### src/rtl/osd_text_scanout.sv
// OSD text scan-out: walks the character buffer in raster order, fetches glyph rows from the
// font ROM and serializes them into a 1-bit overlay pixel aligned with the delayed video timing.
module osd_text_scanout #(
  parameter int unsigned COLS   = 40,
  parameter int unsigned ROWS   = 30,
  parameter int unsigned FONT_H = 8,
  parameter int unsigned X0     = 0,
  parameter int unsigned Y0     = 0
) (
  input  logic        clk,
  input  logic        rst_n,
  input  logic        pix_ce,
  input  logic        osd_en,
  input  logic        vid_de,
  input  logic        vid_hs,
  input  logic        vid_vs,
  output logic        v_rd_en,
  output logic [15:0] v_rd_addr,
  input  logic [7:0]  v_rd_data,
  output logic        f_rd_en,
  output logic [11:0] f_rd_addr,
  input  logic [7:0]  f_rd_data,
  output logic        osd_pix,
  output logic        osd_active,
  output logic        out_de,
  output logic        out_hs,
  output logic        out_vs
);

  localparam int unsigned CNT_W   = 12;
  localparam int unsigned POS_W   = 17;
  localparam int unsigned ADDR_W  = 16;
  localparam int unsigned GL_W    = 4;
  localparam int unsigned FONT_SH = $clog2(FONT_H);

  localparam logic [CNT_W-1:0] CNT_MAX = '1;
  localparam logic [CNT_W-1:0] X0_C    = CNT_W'(X0);
  localparam logic [CNT_W-1:0] Y0_C    = CNT_W'(Y0);
  localparam logic [CNT_W-1:0] GL_MASK = CNT_W'(FONT_H - 1);
  localparam logic [POS_W-1:0] X_LO    = POS_W'(X0);
  localparam logic [POS_W-1:0] X_HI    = POS_W'(X0 + 8 * COLS);
  localparam logic [POS_W-1:0] Y_LO    = POS_W'(Y0);
  localparam logic [POS_W-1:0] Y_HI    = POS_W'(Y0 + FONT_H * ROWS);

  // Side data that travels with each pixel through the fetch pipeline
  typedef struct packed {
    logic            win;
    logic [2:0]      xb;
    logic [GL_W-1:0] gl;
    logic            de;
    logic            hs;
    logic            vs;
  } pix_tag_t;

  logic [CNT_W-1:0]  px;
  logic [CNT_W-1:0]  ln;
  logic              de_q;
  logic              vs_q;
  logic              de_fall;
  logic              vs_rise;

  logic              win;
  logic [CNT_W-1:0]  dx;
  logic [CNT_W-1:0]  dy;
  logic [CNT_W-1:0]  col;
  logic [CNT_W-1:0]  row;
  logic [ADDR_W-1:0] cell_addr;
  pix_tag_t          tag0;
  pix_tag_t          s1;
  pix_tag_t          s2;

  function automatic logic [CNT_W-1:0] sat_inc(input logic [CNT_W-1:0] v);
    return (v == CNT_MAX) ? v : v + CNT_W'(1);
  endfunction

  assign de_fall = de_q & ~vid_de;
  assign vs_rise = vid_vs & ~vs_q;

  // Raster position counters; a VS rising edge overrides the line increment
  always_ff @(posedge clk or negedge rst_n) begin
    if (!rst_n) begin
      px   <= '0;
      ln   <= '0;
      de_q <= 1'b0;
      vs_q <= 1'b0;
    end else if (pix_ce) begin
      de_q <= vid_de;
      vs_q <= vid_vs;
      if (vid_de) begin
        px <= sat_inc(px);
      end else if (de_fall) begin
        px <= '0;
      end
      if (vs_rise) begin
        ln <= '0;
      end else if (de_fall) begin
        ln <= sat_inc(ln);
      end
    end
  end

  // Stage 0: window test and cell address for the pixel currently presented
  always_comb begin
    dx        = px - X0_C;
    dy        = ln - Y0_C;
    win       = vid_de
              & (POS_W'(px) >= X_LO) & (POS_W'(px) < X_HI)
              & (POS_W'(ln) >= Y_LO) & (POS_W'(ln) < Y_HI);
    col       = dx >> 3;
    row       = dy >> FONT_SH;
    cell_addr = ADDR_W'((32'(row) * 32'(COLS)) + 32'(col));
    tag0      = '0;
    tag0.win  = win;
    tag0.xb   = dx[2:0];
    tag0.gl   = GL_W'(dy & GL_MASK);
    tag0.de   = vid_de;
    tag0.hs   = vid_hs;
    tag0.vs   = vid_vs;
  end

  assign v_rd_en   = pix_ce;
  assign f_rd_en   = pix_ce;
  assign v_rd_addr = (rst_n && win) ? cell_addr : '0;
  // Stage 1: character code from the buffer selects the glyph row
  assign f_rd_addr = rst_n ? {v_rd_data, s1.gl} : '0;

  always_ff @(posedge clk or negedge rst_n) begin
    if (!rst_n) begin
      s1 <= '0;
      s2 <= '0;
    end else if (pix_ce) begin
      s1 <= tag0;
      s2 <= s1;
    end
  end

  // Stage 2: pick the glyph bit (bit 7 is the leftmost pixel) and emit aligned timing
  always_ff @(posedge clk or negedge rst_n) begin
    if (!rst_n) begin
      osd_pix    <= 1'b0;
      osd_active <= 1'b0;
      out_de     <= 1'b0;
      out_hs     <= 1'b0;
      out_vs     <= 1'b0;
    end else if (pix_ce) begin
      osd_pix    <= osd_en & s2.win & f_rd_data[~s2.xb];
      osd_active <= s2.win;
      out_de     <= s2.de;
      out_hs     <= s2.hs;
      out_vs     <= s2.vs;
    end
  end

endmodule

### config.mk
export PLATFORM = sky130hd
export DESIGN_NAME = osd_text_scanout
export DESIGN_NICKNAME = d
export VERILOG_FILES = /design/src/rtl/osd_text_scanout.sv
export SDC_FILE = /design/constraint.sdc
export NUM_CORES = 1
export LEC_CHECK = 0
export ABC_AREA = 0
export CAP_MARGIN = 20
export CORE_UTILIZATION = 45
export CTS_CLUSTER_DIAMETER = 40
export DETAILED_ROUTE_END_ITERATION = 10
export PLACE_DENSITY = 0.8
export SYNTH_ARGS = -nofsm -noshare
export SYNTH_HDL_FRONTEND = slang
export SYNTH_SLANG_ARGS = --single-unit
### constraint.sdc
create_clock -name clk -period 4.5 [get_ports clk]
set_clock_uncertainty 0.2 [all_clocks]
set_input_delay 0.675 -clock clk [delete_from_list [all_inputs] [get_ports clk]]
set_output_delay 0.675 -clock clk [all_outputs]
set_load 0.05 [all_outputs]
==> results.json, run 1 <==
{
  "fmax_mhz": 233.5,
  "worst_path_max_delay_cell": "dfrtp_2",
  "grt_pass1_wl_um": 10870,
  "ys_types": 53,
  "rr_startpoint": "ln[4]",
  "crit_start": "ln[4]",
  "cts_buffers": 5,
  "finalNetCount": 413,
  "synthCells": 309,
  "dp_hpwl_um": 4800,
  "num_antenna_cells": 0,
  "synth_edf_count": 0,
  "synth_area_mm2": 0.003072,
  "clock_latency_ns": 0.30,
  "setup_violations": 0,
  "seq_area_mm2": 0.001152,
  "die_h_um": 84.62,
  "io_buffers": 55,
  "finalPower_w": 0.001111,
  "worstSetupPathType": "register to primary output",
  "ir_drop_v": 0.0002131,
  "multiInputGateArea_mm2": 0.001844,
  "r2r_cells": 6,
  "dieWidth_um": 84.62,
  "cts_resized": 0,
  "htreeDepth": 2,
  "synth.yosys.seq_area_share": 0.3747,
  "synth-seq-cells": 46,
  "leakage_nw": 1.718,
  "drtIter0Drc": 100,
  "finalWirelength_um": 6268,
  "place_inst": 436,
  "final_antenna_net_count": 0,
  "grt_antenna_before_repair": 0,
  "io_pins": 58,
  "slowest_delay_ns": 0.48,
  "grt_pass1_vias": 2397,
  "viasPerCell": 5.581,
  "drive_gt1_frac": 0.1417,
  "totalNegativeSetupSlack_ns": 0,
  "hold_viol_final": 0,
  "ctsHoldBuffers": 0,
  "cts_buffer_depth": 2,
  "avgSynthCellArea_um2": 9.941,
  "final_common_cell": "clkdlybuf4s50_1",
  "drc": 0,
  "root_buffer": "clkbuf_8",
  "synthArstFlopShare": 1.000,
  "cts_tree": "done",
  "dominantRegCellSynth": "dfrtp_1",
  "endpoint_kind": "primary output",
  "firstDrtPassIters": 6,
  "worstPathCellList": "ha_1, ha_1, inv_1, fa_1, nand2b_1, a21oi_1, xor2_2, nand4_2, or3_1, a21oi_1, buf_12",
  "cts_setup_buffers": 0,
  "fin_cells": 444,
  "avgRoutedWirePerCell_um": 14.12,
  "final_cell_mix": "clkdlybuf4s50_1, dfrtp_1, nor2_1",
  "post-route-min-period_ns": 4.282,
  "gp_congestion": 0.8239,
  "cp_top_family": "adder cells",
  "die_area_mm2": 0.007161,
  "timing.rr.end": "ln[6]",
  "cp.required_ns": 3.62,
  "cp-start-kind": "register",
  "path_depth": 11,
  "rows": 29,
  "vias": 2478,
  "maxSlewHeadroom": 0.6557,
  "critPathArrivalTime_ns": 3.41,
  "grt_overflow": 0,
  "reg2reg_slack_ns": 2.40,
  "tightest_slew_ns": 0.5148,
  "clk_pin_slew_ns": 0.09,
  "start_util": 0.4756,
  "min_period_over_period": 0.9516,
  "clkSinkCount": 46,
  "crit_buf_inv": 2,
  "min_path_type": "primary input to asynchronous set/reset pin",
  "core_mm2": 0.006459,
  "syn2layout_area_growth_pct": 24.44,
  "setup.worst_path.end": "v_rd_addr[13]",
  "drv_slew": 0,
  "ys_warn_count": 0,
  "power.density_mw_per_mm2": 290.7,
  "rsz0062_at_grt": "false",
  "grtUsageTotal": 0.1862,
  "max-cap-violations": 0,
  "num-fill-cells": 553,
  "grt_max_degree": 26,
  "cp_max_fo": 8,
  "status": "finished clean"
}
==> metrics by stage <==
| step | util | instance area (um^2) | worst slack, ns | hold slack (ns) |
|---|---|---|---|---|
| 6_report | 0.5918 | 3822 | 0.2178 | 0.05929 |
| 5_1_grt | 0.5918 | 3822 | 0.01378 | 0.07280 |
| 4_1_cts | 0.5905 | 3814 | 0.1713 | 0.06064 |
| 3_5_place_dp | 0.5728 | 3700 | 0.5214 | 0.2920 |
| 3_3_place_gp | 0.5728 | 3700 | 0.6306 | 0.2851 |
| 2_1_floorplan | - | 3082 | 0.3428 | 0.1794 |
==> worst min path at each step <==
stage                  end  slack [ns]  depth (start not counted)
global placement     s2[8]        0.29                          1
detailed placement   s1[1]        0.29                          1
finish              px[11]        0.06                          1
global route         ln[3]        0.07                          1
floorplan            ln[0]        0.18                          0
CTS                  px[9]        0.06                          1
==> power breakdown <==
| group | internal [W] | total (W) | switching [W] |
|---|---|---|---|
| Combinational | 0.000131 | 0.000265 | 0.000135 |
| Clock | 0.000165 | 0.000308 | 0.000143 |
| Sequential | 0.000482 | 0.000537 | 0.0000557 |
| Total | 0.000777 | 0.00111 | 0.000334 |
==> area by class of cell <==
type,count,area share
clock buffers,5,0.01800
clock inverters,3,0.01178
inverters,10,0.009820
multi-input cells,243,0.4825
flip-flops and latches,46,0.3015
well taps,77,0.02520
repair buffers,60,0.1512
==> cell families after synthesis <==
logic type	after synthesis	synth area share
simple gates	117	0.2134
compound gates	54	0.1202
flops	46	0.3747
fa+ha+maj	24	0.1026
mux	24	0.09450
xor+xnor	22	0.06273
buf+inv	21	0.03055
other cells	1	0.001221
==> worst reg2reg max path: stages, from the launching register on <==
cell and delay (ns):
dfrtp_2 0.48, and4_1 0.29, and4_1 0.25, nor3_1 0.39, nand3_1 0.15, xor2_1 0.16, nor2_1 0.06
==> registers in the layout (all words and copies together), names as in the netlist <==
signal	flops
osd_pix	1
out_hs	1
px	12
out_vs	1
ln	12
out_de	1
s2	7
osd_active	1
s1	10
==> synth_stat cells, drive strengths merged (2+ instances only) <==
| library cell | instances | area, um^2 |
|---|---|---|
| nor3 | 9 | 45.04 |
| a21oi | 12 | 60.06 |
| o21ai | 16 | 80.08 |
| mux2i | 2 | 20.02 |
| nand4b | 2 | 17.52 |
| mux4 | 2 | 45.04 |
| nand4 | 7 | 50.05 |
| a221oi | 2 | 17.52 |
| a211oi | 5 | 42.54 |
| ha | 22 | 275.3 |
| and4 | 6 | 52.55 |
| and2 | 15 | 93.84 |
| mux2 | 20 | 225.2 |
| nand3b | 4 | 30.03 |
| nor2b | 2 | 12.51 |
| dfrtp | 46 | 1151 |
| o211ai | 3 | 22.52 |
| clkbuf | 6 | 22.52 |
| nand3 | 8 | 40.04 |
| a31oi | 3 | 33.78 |
| inv | 10 | 37.54 |
| nor2 | 31 | 116.4 |
| xnor2 | 8 | 70.07 |
| a21o | 2 | 15.01 |
| nand2 | 11 | 41.29 |
| o21a | 3 | 22.52 |
| nor4b | 3 | 26.28 |
| and3 | 10 | 62.56 |
| xor2 | 14 | 122.6 |
| buf | 5 | 33.78 |
| nand2b | 2 | 12.51 |
| fa | 2 | 40.04 |
==> metal layers <==
| metal | vias up | share of wire | global-route usage | wire, um |
|---|---|---|---|---|
| li1 | 1237 | - | - | - |
| met2 | 58 | 0.50 | 0.3296 | 3124 |
| met1 | 1179 | 0.46 | 0.2372 | 2867 |
| met3 | 4 | 0.037 | 0.02950 | 231 |
| met5 | - | 0 | 0 | 0 |
| met4 | 0 | 0.0070 | 0.04931 | 44 |
(Power assumes the default switching activity.)
==> inputs of run 2 (changes only) <==
- clock period: 4.5 -> 4.63 ns (I/O delays scaled with it)
==> run 2 against run 1 <==
Against the previous run:
- the run now ends with DRC left
- worst hold slack better by 0.025 ns
- non-clock buffer count is 1 lower
- clock power is 3% lower
- critical path depth is 2 lower
- largest cell class unchanged
- register-to-register slack better by 0.10 ns
- die area stayed put
- combinational power is 2% lower
- highest routed layer unchanged
- sequential power is 2% lower
==> results.json, run 2 (synthesis results as in run 1) <==
{
  "cts_tree": "done",
  "tightest_slew_ns": 0.7196,
  "rows": 29,
  "grt_pass1_wl_um": 10880,
  "totalNegativeSetupSlack_ns": 0,
  "final_util": 0.5883,
  "top_regs": "ln: 12 flops, px: 12 flops, s1: 10 flops",
  "cts_buffers": 5,
  "busiest_layer": "met2",
  "start_util": 0.4756,
  "clk_pin_slew_ns": 0.08,
  "drv_slew": 0,
  "cts_buffer_depth": 2,
  "status": "finished, violations left",
  "die_area_mm2": 0.007161,
  "die_h_um": 84.62,
  "clock_latency_ns": 0.29,
  "worst_path_max_delay_cell": "clkdlybuf4s50_1",
  "cp-start-kind": "register",
  "io_pins": 58,
  "hold_viol_final": 0,
  "drtIter0Drc": 121,
  "drc": 1,
  "num_antenna_cells": 0,
  "finalPower_w": 0.001084,
  "ctsHoldBuffers": 0,
  "htreeDepth": 2,
  "final_cell_mix": "clkdlybuf4s50_1, dfrtp_1, nor2_1",
  "endpoint_kind": "primary output",
  "dieWidth_um": 84.62,
  "io_buffers": 55,
  "cp_max_fo": 8,
  "fin_cells": 442,
  "ir_drop_v": 0.0002511,
  "violations": "DRC",
  "min_path_type": "primary input to asynchronous set/reset pin",
  "firstDrtPassIters": 9,
  "slowest_delay_ns": 0.85,
  "cp.required_ns": 3.74,
  "final_antenna_net_count": 0,
  "met3_usage": 0.02163,
  "viasPerCell": 5.647,
  "post-route-min-period_ns": 4.390,
  "grt_antenna_before_repair": 0,
  "met2_usage": 0.3267,
  "cp_common_cell": "ha_1",
  "place_inst": 435,
  "power.density_mw_per_mm2": 285.3,
  "drive_gt1_frac": 0.1260,
  "grt_max_degree": 25,
  "min_period_over_period": 0.9482,
  "finalWirelength_um": 6372,
  "vias": 2496,
  "dp_hpwl_um": 4945,
  "fmax_mhz": 227.8,
  "worstSetupPathType": "register to primary output",
  "leakage_nw": 1.734,
  "setup_violations": 0,
  "syn2layout_area_growth_pct": 23.71,
  "core_mm2": 0.006459,
  "finalNetCount": 412,
  "grt_pass1_vias": 2468,
  "rsz0062_at_grt": "false",
  "clkSinkCount": 46,
  "max-cap-violations": 0,
  "grtUsageTotal": 0.1859,
  "grt_use_met1": 0.2393,
  "maxSlewHeadroom": 0.5188,
  "critPathArrivalTime_ns": 3.50,
  "gp_congestion": 0.8121,
  "worstPathCellList": "ha_1, ha_1, inv_1, fa_1, inv_1, ha_1, o21a_1, a221oi_1, clkdlybuf4s50_1",
  "seq_area_mm2": 0.001151,
  "num-fill-cells": 564,
  "final_common_cell": "clkdlybuf4s50_1",
  "avgRoutedWirePerCell_um": 14.42,
  "multiInputGateArea_mm2": 0.001837,
  "root_buffer": "clkbuf_8",
  "grt_overflow": 0
}
==> run 2: cell types whose count changed in the layout (fill, tap and decap cells not counted), sizes merged <==
cell	delta
buf	-3
clkbuf	+1
clkdlybuf4s50	+1
clkinvlp	-2
dlymetal6s2s	+1
==> run 2: area by class of cell <==
cell class              count  share of cell area
clock inverters             1            0.007903
repair buffers             59              0.1488
flip-flops and latches     46              0.3029
well taps                  77             0.02535
clock buffers               6             0.02173
inverters                  10            0.009878
multi-input cells         243              0.4834
==> run 2: timing repair <==
item                       4_1_cts  5_1_grt
gates resized for setup          0        1
setup endpoints to repair        0        1
buffers inserted                 0        0
==> run 2: worst max-delay path, delay by kind of cell, from the launching register on <==
family          cells  cell delay, ns
flops               1            0.48
buf+inv             3            0.95
fa+ha+maj           4            1.28
compound gates      2            0.49
==> run 2: report_power, final <==
part           internal (W)  switching (W)  total [W]  leakage [nW]
registers          0.000468      0.0000560   0.000524         0.601
clock network      0.000173       0.000127   0.000300        0.0573
logic              0.000127       0.000133   0.000260          1.08
==> run 2: through the flow <==
| stage | cell area (um^2) | hold WS (ns) | setup slack, ns |
|---|---|---|---|
| floorplan | 3082 | 0.1989 | 0.4533 |
| global placement | 3685 | 0.2862 | 0.4680 |
| detailed placement | 3685 | 0.2923 | 0.4019 |
| CTS | 3797 | 0.08379 | 0.06989 |
| global route | 3800 | 0.09505 | 0.06864 |
| finish | 3800 | 0.08388 | 0.2400 |
==> run 2: metal layers <==
layer | share of wire | vias up
li1 | - | 1235
met1 | 0.44 | 1206
met2 | 0.52 | 48
met3 | 0.034 | 7
met4 | 0.0063 | 0
met5 | 0 | -
==> run 2: final timing paths <==
check,to,slack [ns],cells past startpoint,from
max reg2reg,ln[7],2.50,6,ln[4]
max,v_rd_addr[8],0.24,9,ln[4]
max in group asynchronous,px[6],3.52,2,rst_n
min reg2reg,out_vs,0.30,1,s2[0]
min in group clk,out_vs,0.30,1,s2[0]
min,px[2],0.08,1,rst_n
==> inputs of run 3 (changes only) <==
- CTS_CLUSTER_DIAMETER: 40 -> default
==> results of run 3 <==
No change in the layout: final DEF, timing and power equal those of run 2.
